--- config.mk ---
export PLATFORM = sky130hd
export DESIGN_NAME = biquad_df1
export DESIGN_NICKNAME = d
export VERILOG_FILES = /design/src/rtl/biquad_df1.sv
export SDC_FILE = /design/constraint.sdc
export NUM_CORES = 1
export LEC_CHECK = 0
export CELL_PAD_IN_SITES_DETAIL_PLACEMENT = 0
export CELL_PAD_IN_SITES_GLOBAL_PLACEMENT = 2
export CORE_ASPECT_RATIO = 0.6
export CORE_MARGIN = 2
export CORE_UTILIZATION = 29
export DETAILED_ROUTE_END_ITERATION = 16
export HOLD_SLACK_MARGIN = 0.02
export PLACE_DENSITY_LB_ADDON = 0.3
export SLEW_MARGIN = 20
export SYNTH_ARGS = -nofsm -noshare
export SYNTH_HDL_FRONTEND = slang
export SYNTH_SLANG_ARGS = --single-unit
--- constraint.sdc ---
create_clock -name clk -period 6.6 [get_ports clk]
set_input_delay 1.32 -clock clk [delete_from_list [all_inputs] [get_ports clk]]
set_output_delay 1.32 -clock clk [all_outputs]
set_load 0.01 [all_outputs]
--- src/rtl/biquad_df1.sv ---
// Direct-form-I biquad: one output sample per 8 cycles through an external 2-cycle signed multiplier.
// Optional output clamping enabled by defining BIQUAD_SATURATE_EN (default: wrap on overflow).
module biquad_df1 (
  input  logic        clk,
  input  logic        rst,
  input  logic        start,
  output logic        finish,
  output logic [31:0] mult_a,
  output logic [31:0] mult_b,
  input  logic [63:0] mult_p,
  input  logic [31:0] x,
  input  logic [31:0] a,
  input  logic [31:0] b,
  input  logic [31:0] c,
  input  logic [31:0] u,
  input  logic [31:0] v,
  output logic [31:0] y
);

  typedef enum logic [1:0] {IDLE, ISSUE, DRAIN, DONE} state_t;

  state_t             state;
  logic [2:0]         cnt;
  logic signed [63:0] acc;
  logic signed [63:0] acc_next;
  logic [31:0]        x1, x2, y1, y2;
  logic [31:0]        y_new;

  // Pair (a, x) goes out in the same cycle start is seen, so operand selection is combinational.
  always_comb begin
    mult_a = '0;
    mult_b = '0;
    if (!rst) begin
      case (state)
        IDLE: begin
          if (start) begin
            mult_a = a;
            mult_b = x;
          end
        end
        ISSUE: begin
          case (cnt)
            3'd1:    begin mult_a = b; mult_b = x1; end
            3'd2:    begin mult_a = c; mult_b = x2; end
            3'd3:    begin mult_a = u; mult_b = y1; end
            3'd4:    begin mult_a = v; mult_b = y2; end
            default: begin mult_a = '0; mult_b = '0; end
          endcase
        end
        default: begin
          mult_a = '0;
          mult_b = '0;
        end
      endcase
    end
  end

  // Product k lands in cycle k+2: cycles 2..4 carry feed-forward terms, 5..6 feedback terms.
  always_comb begin
    acc_next = acc;
    if ((state == ISSUE && cnt >= 3'd2) || state == DRAIN) begin
      if (cnt <= 3'd4)
        acc_next = acc + $signed(mult_p);
      else
        acc_next = acc - $signed(mult_p);
    end
  end

  always_comb begin
`ifdef BIQUAD_SATURATE_EN
    if (acc_next[63:55] != {9{acc_next[63]}})
      y_new = acc_next[63] ? 32'h8000_0000 : 32'h7FFF_FFFF;
    else
      y_new = acc_next[55:24];
`else
    y_new = acc_next[55:24];
`endif
  end

  always_ff @(posedge clk) begin
    if (rst) begin
      state  <= IDLE;
      cnt    <= '0;
      acc    <= '0;
      y      <= '0;
      finish <= 1'b0;
      x1     <= '0;
      x2     <= '0;
      y1     <= '0;
      y2     <= '0;
    end else begin
      case (state)
        IDLE: begin
          finish <= 1'b0;
          if (start) begin
            acc   <= '0;
            cnt   <= 3'd1;
            state <= ISSUE;
          end
        end
        ISSUE: begin
          acc <= acc_next;
          cnt <= cnt + 3'd1;
          if (cnt == 3'd4)
            state <= DRAIN;
        end
        DRAIN: begin
          acc <= acc_next;
          cnt <= cnt + 3'd1;
          if (cnt == 3'd6) begin
            y      <= y_new;
            finish <= 1'b1;
            state  <= DONE;
          end
        end
        DONE: begin
          finish <= 1'b0;
          x2     <= x1;
          x1     <= x;
          y2     <= y1;
          y1     <= y;
          state  <= IDLE;
        end
        default: state <= IDLE;
      endcase
    end
  end

endmodule

==> tab_implementation.tex <==
\begin{tabular}{lr}
\hline
Metric & Value \\
\hline
\multicolumn{2}{l}{\textbf{Route}} \\
Total number of vias & around 15000 \\
First DRT Iteration DRCs & $\sim$1400 \\
Wire length per cell & 20.1 um \\
DRT Pass-1 Iters & 8 \\
DRT Wirelength & roughly 57000 um \\
Antenna-violating nets left & 0 \\
Via-per-instance ratio & roughly 5.3 \\
DRC errors left & 0 \\
\multicolumn{2}{l}{\textbf{Placement}} \\
Placed wire-length estimate after detailed placement & 41300 um \\
RD Place Congestion & around 0.91 \\
Number of port buffers & around 350 \\
Post-Place Setup Slack & 250 ps \\
\multicolumn{2}{l}{\textbf{Logic synthesis}} \\
Seq cells post-synth & about 220 \\
Syn avg cell area & 7.84 um2 \\
Number of enable-type register cells in the synthesized netlist & 0 \\
Warnings, synthesis & 0 \\
Area of the mapped netlist & about 14000 um2 \\
Synthesized netlist cell count & approximately 1800 \\
Sequential cell area fraction in the yosys report & about 30\% \\
Async SR Flop Fraction & 0\% \\
Proportion of netlist area held by the largest area contributor & 30.8\% \\
Top FF cell, synth & sky130\_fd\_sc\_hd\_\_dfxtp\_1 \\
Number of distinct library cell variants in the gate-level netlist after synthesis & just under 80 \\
Synthesized Nets & 2174 \\
Post-synthesis cell type with the largest combined area & sky130\_fd\_sc\_hd\_\_dfxtp\_1 \\
Area contributors post-synth & sky130\_fd\_sc\_hd\_\_dfxtp\_1, sky130\_fd\_sc\_hd\_\_mux2i\_1, sky130\_fd\_sc\_hd\_\_a21oi\_1 \\
\multicolumn{2}{l}{\textbf{GRT}} \\
Grt ovf & 0 \\
Gr usage total & 20.9\% \\
Via count of the first global-routing pass & between 10000 and 15000 \\
Global-route wire length before repair & between 80000 and 90000 um \\
Antenna violations before repair & 0 \\
Largest net degree at the start of global routing & between 100 and 150 \\
\multicolumn{2}{l}{\textbf{Worst setup path}} \\
R2R depth & 16 \\
CP max FO & 9 \\
Critical setup path kind & in2reg \\
Startpoint Class & input pin \\
Critical path required time & 7060 ps \\
CP Capture Type & flop \\
Arrival time of data at the critical path endpoint & roughly 6400 ps \\
\multicolumn{2}{l}{\textbf{CTS}} \\
Count of clock tree sinks & roughly 220 \\
\# H-tree levels & 1 \\
Worst-path clk slew & around 70 ps \\
Post-CTS Hold Fix Bufs & 0 \\
\# Post-CTS Setup Buffers & 0 \\
Clock latency on the worst-skew pair & $\sim$530 ps \\
Number of CTS-inserted buffers & 23 \\
Max clock buf depth & 3 \\
Cell at the root of the clock tree & sky130\_fd\_sc\_hd\_\_clkbuf\_16 \\
CTS tree & done \\
Post-cts gate resize count & 0 \\
\multicolumn{2}{l}{\textbf{Layout}} \\
Core occupancy in the finished layout & around two fifths \\
Ant diodes & 0 \\
Commonest non-fill, non-tap cell in the layout & sky130\_fd\_sc\_hd\_\_clkdlybuf4s50\_1 \\
Area delta synth->final & 35.6\% \\
Post-layout net count & about 2500 \\
Layout cell share with drive strength beyond 1 & about 6\% \\
Most frequent cells in the layout & sky130\_fd\_sc\_hd\_\_clkdlybuf4s50\_1, sky130\_fd\_sc\_hd\_\_nor2\_1, sky130\_fd\_sc\_hd\_\_a21oi\_1 \\
\multicolumn{2}{l}{\textbf{STA}} \\
Total negative setup slack & 0 ps \\
Final worst-path cycle share & 89.9\% \\
Worst-case headroom to the max-slew limit & 27.7\% \\
Number of slew-limit violations in the final report & 0 \\
Clock Skew & around 18 ps \\
Worst-margin pin slew & between 1000 and 1500 ps \\
Worst Setup Slack, final & 664 ps \\
Final hold viol count & 0 \\
Peak Freq & roughly 170 MHz \\
Unrepaired setup endpoints after global routing & false \\
Total setup violations reported at the end of the flow & 0 \\
Hold slack final & $\sim$460 ps \\
Post-route minimum period & 5940 ps \\
\multicolumn{2}{l}{\textbf{Floorplan}} \\
Standard cell core area & slightly below 50000 um2 \\
Die outline width & around 290 um \\
Row count & 63 \\
Vert. Die Dim & about 180 um \\
Full die area & between 50000 and 60000 um2 \\
Starting density of the core & between 20 and 30\% \\
Top-level I/O count & $\sim$360 \\
\multicolumn{2}{l}{\textbf{Power}} \\
Maximum vdd ir drop & 223 uV \\
Static leakage power & between 6 and 7 nW \\
Areal power density over the cells & $\sim$230 nW/um2 \\
Overall power & around 4.5 mW \\
\multicolumn{2}{l}{\textbf{Hold path}} \\
HP Class & reg2reg \\
WHS Path Cells & 2 \\
\multicolumn{2}{l}{\textbf{Status}} \\
Status & finished clean \\
\multicolumn{2}{l}{\textbf{Flow run}} \\
\# Max-Cap Violations & 0 \\
\hline
\end{tabular}
-- worst max-delay path, cell delays in order --
cell                              delay [ps]
sky130_fd_sc_hd__clkdlybuf4s50_1         470
sky130_fd_sc_hd__or4_4                   600
sky130_fd_sc_hd__nor3_2                  210
sky130_fd_sc_hd__or2b_1                  310
sky130_fd_sc_hd__nor2_1                  160
sky130_fd_sc_hd__nand3b_1                100
sky130_fd_sc_hd__buf_4                   210
sky130_fd_sc_hd__nor4_1                  190
sky130_fd_sc_hd__nor2_1                   80
sky130_fd_sc_hd__xor2_1                  180
sky130_fd_sc_hd__ha_1                    330
sky130_fd_sc_hd__nand2_1                 100
sky130_fd_sc_hd__o21ai_0                 580
sky130_fd_sc_hd__o21ai_0                 190
sky130_fd_sc_hd__a21oi_1                 400
sky130_fd_sc_hd__a31o_2                  300
sky130_fd_sc_hd__a31oi_1                 150
sky130_fd_sc_hd__or4_1                   420
sky130_fd_sc_hd__nand3_1                  80
-- cell type report --
type                    instances  area (um2)
fillers                      5034       29700
well taps                     650         813
flip-flops and latches        222        4440
clock buffers                  31         656
repair buffers                405        3920
clock inverters                10         163
inverters                      24        90.1
multi-input cells            1473        9500
-- power breakdown --
| part | switching [mW] | internal (mW) | leakage (nW) | total [mW] |
|---|---|---|---|---|
| logic | 1.03 | 0.636 | 4.80 | 1.66 |
| registers | 0.0402 | 1.38 | 1.79 | 1.42 |
| clock network | 0.581 | 0.856 | 0.396 | 1.44 |
| total | 1.65 | 2.88 | 6.98 | 4.52 |
-- state kept, by name (all words and copies together), names as in the netlist, 2 cells and up --
signal / cells
acc: 56
x1: 32
x2: 32
y1: 32
y2: 32
y: 32
cnt: 3
state: 2
-- Yosys cell counts, drive strengths merged (14+ instances only) --
master and instances:
a21o 25, dfxtp 222, ha 72, clkbuf 106, xnor2 57, a222oi 65
a21oi 237, or3 14, o31ai 15, nor3 25, a22oi 31, mux2i 132
nor2 303, inv 24, xor2 44, buf 17, nand2 181, nand3 19
o21ai 78
-- final timing paths --
path                                           start                    to  slack [ps]
worst max register to register   cnt[2]$_SDFFE_PP0P_    y[24]$_SDFFE_PP0P_        1730
worst max-delay path                       mult_p[5]    y[29]$_SDFFE_PP0P_         660
worst min register to register  acc[52]$_SDFFE_PP0P_  acc[52]$_SDFFE_PP0P_         460
worst min-delay path            acc[52]$_SDFFE_PP0P_  acc[52]$_SDFFE_PP0P_         460
-- cells by family (layout without fill, tap and decap cells) --
group / after synthesis / count (layout) / share of synthesized area (%)
adders and majority gates: 73 / 73 / 6.37
muxes: 132 / 132 / 9.15
AOI/OAI and AO/OA: 547 / 547 / 24.8
xor gates and xnor gates: 101 / 101 / 6.12
DFF: 222 / 222 / 30.8
and+or+nand+nor: 620 / 620 / 18.9
buffers and inverters: 147 / 470 / 3.89
-- per-layer routing --
| metal | share of wire [%] | GRT usage, % | routed length [um] | up-vias |
|---|---|---|---|---|
| met4 | 1.1 | 2.84 | 626 | 0 |
| met1 | 53 | 32.7 | 29900 | 7237 |
| met3 | 4.2 | 2.62 | 2360 | 36 |
| li1 | - | - | - | 7328 |
| met5 | 0 | 0 | 0 | - |
| met2 | 42 | 30.6 | 23800 | 306 |
-- through the flow --
step                std cells  cell area, um2
CTS                      2815           19600
global route             2815           19600
finish                   2815           19600
floorplan                1842           14400
detailed placement       2774           18800
global placement         2774           18800
Note: power is estimated with default switching activity, not from simulation.
